==> src/rtl/pc_sequencer_pkg.sv <==
// Shared types and constants for the fetch-stage next-PC sequencer.
package pc_sequencer_pkg;

  typedef enum logic [1:0] {
    SEQ_IDLE = 2'd0,
    SEQ_RUN  = 2'd1,
    SEQ_HALT = 2'd2
  } seq_state_e;

  localparam logic [31:0] INSTR_MEM_ADDR_MAX   = 32'h0000_03FC;
  localparam logic [31:0] TRAP_VEC_DEFAULT     = 32'h0000_0004;
  localparam logic [31:0] PC_INC               = 32'd4;
  localparam int          FLUSH_CNT_W          = 3;
  localparam int          FLUSH_CYCLES_DEFAULT = 2;

  // Instructions are word aligned, so the low two address bits are dropped.
  function automatic logic [31:0] align_word(input logic [31:0] addr);
    return {addr[31:2], 2'b00};
  endfunction

endpackage

==> src/rtl/pc_sequencer_if.sv <==
// Redirect/PC bundle between decode-execute control and the next-PC sequencer.
interface pc_sequencer_if;
  logic        run_i;
  logic [31:0] pc_cur_i;
  logic        stall_i;
  logic        trap_i;
  logic        branch_taken_i;
  logic [31:0] branch_target_i;
  logic        jump_i;
  logic [31:0] jump_target_i;
  logic [31:0] pc_next_o;
  logic        pc_we_o;
  logic        flush_o;
  logic        misalign_o;
  logic        halted_o;

  modport master (
    output run_i, pc_cur_i, stall_i, trap_i, branch_taken_i, branch_target_i,
           jump_i, jump_target_i,
    input  pc_next_o, pc_we_o, flush_o, misalign_o, halted_o
  );

  modport slave (
    input  run_i, pc_cur_i, stall_i, trap_i, branch_taken_i, branch_target_i,
           jump_i, jump_target_i,
    output pc_next_o, pc_we_o, flush_o, misalign_o, halted_o
  );
endinterface

==> src/rtl/pc_sequencer_flush_timer.sv <==
// Reloadable down-counter; output stays high while the count is nonzero.
module pc_flush_timer #(
  parameter int W = 3
) (
  input  logic         clk_i,
  input  logic         rst_i,
  input  logic         load_i,
  input  logic [W-1:0] load_val_i,
  output logic         active_o
);

  logic [W-1:0] cnt_q, cnt_d;

  // A reload restarts the window even if a previous one is still counting.
  always_comb begin
    cnt_d = cnt_q;
    if (load_i) begin
      cnt_d = load_val_i;
    end else if (cnt_q != '0) begin
      cnt_d = cnt_q - 1'b1;
    end
  end

  always_ff @(posedge clk_i) begin
    if (rst_i) begin
      cnt_q <= '0;
    end else begin
      cnt_q <= cnt_d;
    end
  end

  assign active_o = (cnt_q != '0);

endmodule

==> src/rtl/pc_sequencer.sv <==
// Next-PC controller: run/halt FSM, redirect priority mux, misalign detect and flush timing.
module pc_sequencer
  import pc_sequencer_pkg::*;
#(
  parameter logic [31:0] ADDR_MAX     = INSTR_MEM_ADDR_MAX,
  parameter logic [31:0] TRAP_VEC     = TRAP_VEC_DEFAULT,
  parameter int          FLUSH_CYCLES = FLUSH_CYCLES_DEFAULT
) (
  input logic           sys_clk,
  input logic           sys_rst,
  pc_sequencer_if.slave bus
);

  seq_state_e  state_q, state_d;
  logic        misalign_q, misalign_d;
  logic        redirect;
  logic [31:0] pc_next;
  logic        pc_we;

  // Priority: trap > branch > jump > halt-at-end > stall > sequential.
  always_comb begin
    state_d    = state_q;
    pc_next    = bus.pc_cur_i;
    pc_we      = 1'b0;
    redirect   = 1'b0;
    misalign_d = 1'b0;
    unique case (state_q)
      SEQ_IDLE: begin
        if (bus.run_i) state_d = SEQ_RUN;
      end
      SEQ_RUN: begin
        if (bus.trap_i) begin
          pc_next  = align_word(TRAP_VEC);
          pc_we    = 1'b1;
          redirect = 1'b1;
        end else if (bus.branch_taken_i) begin
          pc_next    = align_word(bus.branch_target_i);
          pc_we      = 1'b1;
          redirect   = 1'b1;
          misalign_d = |bus.branch_target_i[1:0];
        end else if (bus.jump_i) begin
          pc_next    = align_word(bus.jump_target_i);
          pc_we      = 1'b1;
          redirect   = 1'b1;
          misalign_d = |bus.jump_target_i[1:0];
        end else if (bus.pc_cur_i == ADDR_MAX) begin
          state_d = SEQ_HALT;
        end else if (!bus.stall_i) begin
          pc_next = bus.pc_cur_i + PC_INC;
          pc_we   = 1'b1;
        end
      end
      SEQ_HALT: begin
        state_d = SEQ_HALT;
      end
      default: begin
        state_d = SEQ_IDLE;
      end
    endcase
  end

  always_ff @(posedge sys_clk) begin
    if (sys_rst) begin
      state_q    <= SEQ_IDLE;
      misalign_q <= 1'b0;
    end else begin
      state_q    <= state_d;
      misalign_q <= misalign_d;
    end
  end

  // The flush window keeps counting in HALT so a pending flush still completes.
  pc_flush_timer #(
    .W(FLUSH_CNT_W)
  ) u_flush_timer (
    .clk_i      (sys_clk),
    .rst_i      (sys_rst),
    .load_i     (redirect),
    .load_val_i (FLUSH_CNT_W'(FLUSH_CYCLES)),
    .active_o   (bus.flush_o)
  );

  assign bus.pc_next_o  = pc_next;
  assign bus.pc_we_o    = pc_we;
  assign bus.misalign_o = misalign_q;
  assign bus.halted_o   = (state_q == SEQ_HALT);

endmodule

==> src/flat_wrapper.sv <==
// flat-port wrapper written by rule: the top's interface ports become plain ports
module pc_sequencer_flat import pc_sequencer_pkg::*;
#(
  parameter logic [31:0] ADDR_MAX     = INSTR_MEM_ADDR_MAX,
  parameter logic [31:0] TRAP_VEC     = TRAP_VEC_DEFAULT,
  parameter int          FLUSH_CYCLES = FLUSH_CYCLES_DEFAULT
)
  (sys_clk, sys_rst, bus_run_i, bus_pc_cur_i, bus_stall_i, bus_trap_i, bus_branch_taken_i, bus_branch_target_i, bus_jump_i, bus_jump_target_i, bus_pc_next_o, bus_pc_we_o, bus_flush_o, bus_misalign_o, bus_halted_o);
  pc_sequencer_if bus_i ();
  input logic sys_clk;
  input logic sys_rst;
  input wire logic [$bits(bus_i.run_i)-1:0] bus_run_i;
  input wire logic [$bits(bus_i.pc_cur_i)-1:0] bus_pc_cur_i;
  input wire logic [$bits(bus_i.stall_i)-1:0] bus_stall_i;
  input wire logic [$bits(bus_i.trap_i)-1:0] bus_trap_i;
  input wire logic [$bits(bus_i.branch_taken_i)-1:0] bus_branch_taken_i;
  input wire logic [$bits(bus_i.branch_target_i)-1:0] bus_branch_target_i;
  input wire logic [$bits(bus_i.jump_i)-1:0] bus_jump_i;
  input wire logic [$bits(bus_i.jump_target_i)-1:0] bus_jump_target_i;
  output wire logic [$bits(bus_i.pc_next_o)-1:0] bus_pc_next_o;
  output wire logic [$bits(bus_i.pc_we_o)-1:0] bus_pc_we_o;
  output wire logic [$bits(bus_i.flush_o)-1:0] bus_flush_o;
  output wire logic [$bits(bus_i.misalign_o)-1:0] bus_misalign_o;
  output wire logic [$bits(bus_i.halted_o)-1:0] bus_halted_o;
  assign bus_i.run_i = bus_run_i;
  assign bus_i.pc_cur_i = bus_pc_cur_i;
  assign bus_i.stall_i = bus_stall_i;
  assign bus_i.trap_i = bus_trap_i;
  assign bus_i.branch_taken_i = bus_branch_taken_i;
  assign bus_i.branch_target_i = bus_branch_target_i;
  assign bus_i.jump_i = bus_jump_i;
  assign bus_i.jump_target_i = bus_jump_target_i;
  assign bus_pc_next_o = bus_i.pc_next_o;
  assign bus_pc_we_o = bus_i.pc_we_o;
  assign bus_flush_o = bus_i.flush_o;
  assign bus_misalign_o = bus_i.misalign_o;
  assign bus_halted_o = bus_i.halted_o;
  pc_sequencer #(.ADDR_MAX(ADDR_MAX), .TRAP_VEC(TRAP_VEC), .FLUSH_CYCLES(FLUSH_CYCLES)) u_core (.sys_clk(sys_clk), .sys_rst(sys_rst), .bus(bus_i));
endmodule
==> config.mk <==
export PLATFORM = sky130hd
export DESIGN_NAME = pc_sequencer_flat
export DESIGN_NICKNAME = d
export VERILOG_FILES = /design/src/rtl/pc_sequencer_pkg.sv /design/src/rtl/pc_sequencer_if.sv /design/src/rtl/pc_sequencer_flush_timer.sv /design/src/rtl/pc_sequencer.sv /design/src/flat_wrapper.sv
export SDC_FILE = /design/constraint.sdc
export NUM_CORES = 1
export LEC_CHECK = 0
export ABC_AREA = 1
export CAP_MARGIN = 10
export CELL_PAD_IN_SITES_DETAIL_PLACEMENT = 1
export CELL_PAD_IN_SITES_GLOBAL_PLACEMENT = 2
export CORE_UTILIZATION = 31
export CTS_CLUSTER_DIAMETER = 80
export DETAILED_ROUTE_END_ITERATION = 12
export DONT_BUFFER_PORTS = 1
export PLACE_DENSITY_LB_ADDON = 0.3
export SLEW_MARGIN = 20
export SYNTH_ARGS = -nofsm -noshare
export SYNTH_HDL_FRONTEND = slang
export SYNTH_HIERARCHICAL = 1
export SYNTH_SLANG_ARGS = --single-unit
==> constraint.sdc <==
create_clock -name sys_clk -period 5.15 [get_ports sys_clk]
set_input_delay 0.515 -clock sys_clk [delete_from_list [all_inputs] [get_ports sys_clk]]
set_output_delay 0.515 -clock sys_clk [all_outputs]
set_load 0.005 [all_outputs]
==> out/qor.txt <==
Worst R2R Setup Slack = 2820 ps
Fin area = 2640 um2
Largest fanout on the critical path = 26
PwrDens = 221 nW/um2
Hold Buf Count CTS = 0
Worst path arrival time = 2570 ps
Clock Path Buffers = 2
Worst path required time = 4640 ps
RSZ-0062 raised after global routing = false
Crit path from = u_core/state_q[1]
Inserted Diodes = 0
Most frequent cells in the layout = nand2_1 (212), nor2_1 (89), inv_1 (37)
Sequential cell area = 120 um2
Area Overhead vs Synth = 2.33%
Ys Warns = 6
Worst Setup End Kind = output port
Final HPWL from detailed placement = 8.04 mm
Switching power = 0.326 mW
Setup bufs post-CTS = 0
GRT Total Usage = 0.235
Max Transition Viols Final = 0
PortBufs = 0
Clk pin slew, worst setup/hold paths = 40 ps
WL/cell = 16.5 um
Top cell type's share of synthesized area = 0.309
Worst-Skew Late Latency = 220 ps
I/O pins = 139
Max frequency = 324 MHz
Pleak = 1.27 nW
Die Span Y = 93.2 um
ANT nets after route = 0
Final Util = 0.334
Vias per cell = 5.25
Post-Syn Area = 2580 um2
Vias = 3259
Final Critical Period = 3080 ps
Sequential-to-total area share from yosys stat = 0.0466
Post-synthesis instance total = 539
Status = completed
Sw Share = 0.558
Syn_area_per_cell = 4.78 um2
Startpoint Class = register
Most common cell after layout, fill and taps aside = nand2_1
Post-CTS sizing = 0
Gpl congestion = 0.818
Layout cells sized above 1 = 0.0578
Die Wd = 93.2 um
Least-Margin Pin Slew = 1040 ps
CTS tree = built
Slew HR = 0.309
Highest routed layer = met4
Worst VDD drop = 0.257 mV
First DRT Iteration DRCs = 124
Synth area leaders = nand2_1 (31%), nor2_1 (13%), a21oi_1 (7.0%)
HP Class = in2reg
DRC viols = 0
Final setup violation count = 0
Layout Skew = 1.11 ps
Core area = 7890 um2
Register bit total from synthesis = 6
Initial antenna violation count = 0
Area taken by multi-input logic gates = 2190 um2
Distinct cells, synth = 34
H-tree levels = 1
Starting Density = 0.327
Met3 WL post-DR = 541 um
FILL cells = 1173
Post-layout worst setup margin = 2070 ps
Sink Count = 6
Clock root buffer = clkbuf_8
Gate power share = 0.743
R2r worst-path depth = 9
HP Start = sys_rst
Total wire length = 10.2 mm
Placed inst area = 2600 um2
Inserted Clock Buffers = 3
FP Rows = 32
Most area-hungry cell type in the Yosys netlist = nand2_1
Vias in the first global route = 3304
Pre-CTS setup slack = 2280 ps
Worst flop-to-flop path endpoint = u_core/state_q[0]
Reg power frac = 0.138
Critical Path End = bus_pc_next_o[29]
Final nets = 630
Final Cycle Share = 0.599
Number of max-cap violations = 0
Critical path class = reg2out
DR pass1 iterations = 4
Die area = 8680 um2
Final Hold Vio Count = 0
Pin count of the biggest net entering global routing = 35
Met2 Wirelength = 4.74 mm
Worst flop-to-flop path startpoint = u_core/state_q[1]
Final setup TNS = 0 ps
GR Overflow Total = 0
Metal1 wirelength = 4.90 mm
P_int = 0.257 mW
First-pass GRT wire length = 16.4 mm
Clock power share = 0.119
==> synth_stat cells (all sizes together) <==
library cell  number
o211ai             3
a21boi             3
xor2              11
ha                 6
nand3             34
nor2b              1
nand3b             1
xnor2              6
o311ai             1
nand2            214
o21ai             28
nor2             102
buf                9
clkbuf            15
a31o               1
o21bai             3
dfxtp              6
nor3               6
conb               2
or2                3
a21oi             37
inv               41
nand4              6
==> final cells by class <==
class / count / area share
Sequential cell: 6 / 0.0455
Multi-Input combinational cell: 469 / 0.832
Clock buffer: 3 / 0.0157
Inverter: 41 / 0.0583
Tap cell: 102 / 0.0484
==> per-stage QoR <==
stage / hold WS (ps) / cells / power (mW)
2_1_floorplan: 466 / 540 / 0.428
3_3_place_gp: 483 / 618 / 0.497
3_5_place_dp: 499 / 618 / 0.518
4_1_cts: 350 / 621 / 0.592
5_1_grt: 349 / 621 / 0.649
6_report: 354 / 621 / 0.583
==> sequential cells by signal (all words and copies together), names as in the netlist <==
signal / flops
u_core/bus.misalign_o: 1
u_core/state_q: 2
u_core/u_flush_timer/cnt_q: 3
==> per-layer routing <==
metal  vias up  track usage
met3         6       0.0236
met1      1513        0.311
met4         0       0.0256
met5         -            0
met2        84        0.420
li1       1656            -
==> power by group through the flow <==
stage	Sequential, mW	Combinational [mW]	Clock, mW
final	0.0802	0.433	0.0694
after global routing	0.0821	0.494	0.0732
after CTS	0.0800	0.441	0.0715
after detailed placement	0.0808	0.437	0
after global placement	0.0792	0.418	0
after floorplan	0.0776	0.350	0
==> worst min-delay path by stage <==
stage	endpoint	depth (start not counted)
after floorplan	u_core/u_flush_timer/cnt_q[1]	2
after global routing	u_core/u_flush_timer/cnt_q[0]	1
final	u_core/u_flush_timer/cnt_q[0]	1
after detailed placement	u_core/u_flush_timer/cnt_q[1]	2
after CTS	u_core/u_flush_timer/cnt_q[0]	1
after global placement	u_core/u_flush_timer/cnt_q[1]	2
==> kinds of logic after synthesis <==
kind of cell    Yosys count  synth area share
compound gates           76             0.161
xor+xnor                 17            0.0578
buf+inv                  65             0.103
other cells               2           0.00291
fa+ha+maj                 6            0.0291
simple gates            367             0.600
flops                     6            0.0466
==> worst max-delay path, stage by stage, from the launching register on <==
cell and delay (ps):
dfxtp_1 320, inv_1 80, ha_1 370, inv_2 310, nor2_2 520, inv_2 340, nor2_1 190, nand2_1 70
o21ai_1 110
(Power assumes the default switching activity.)
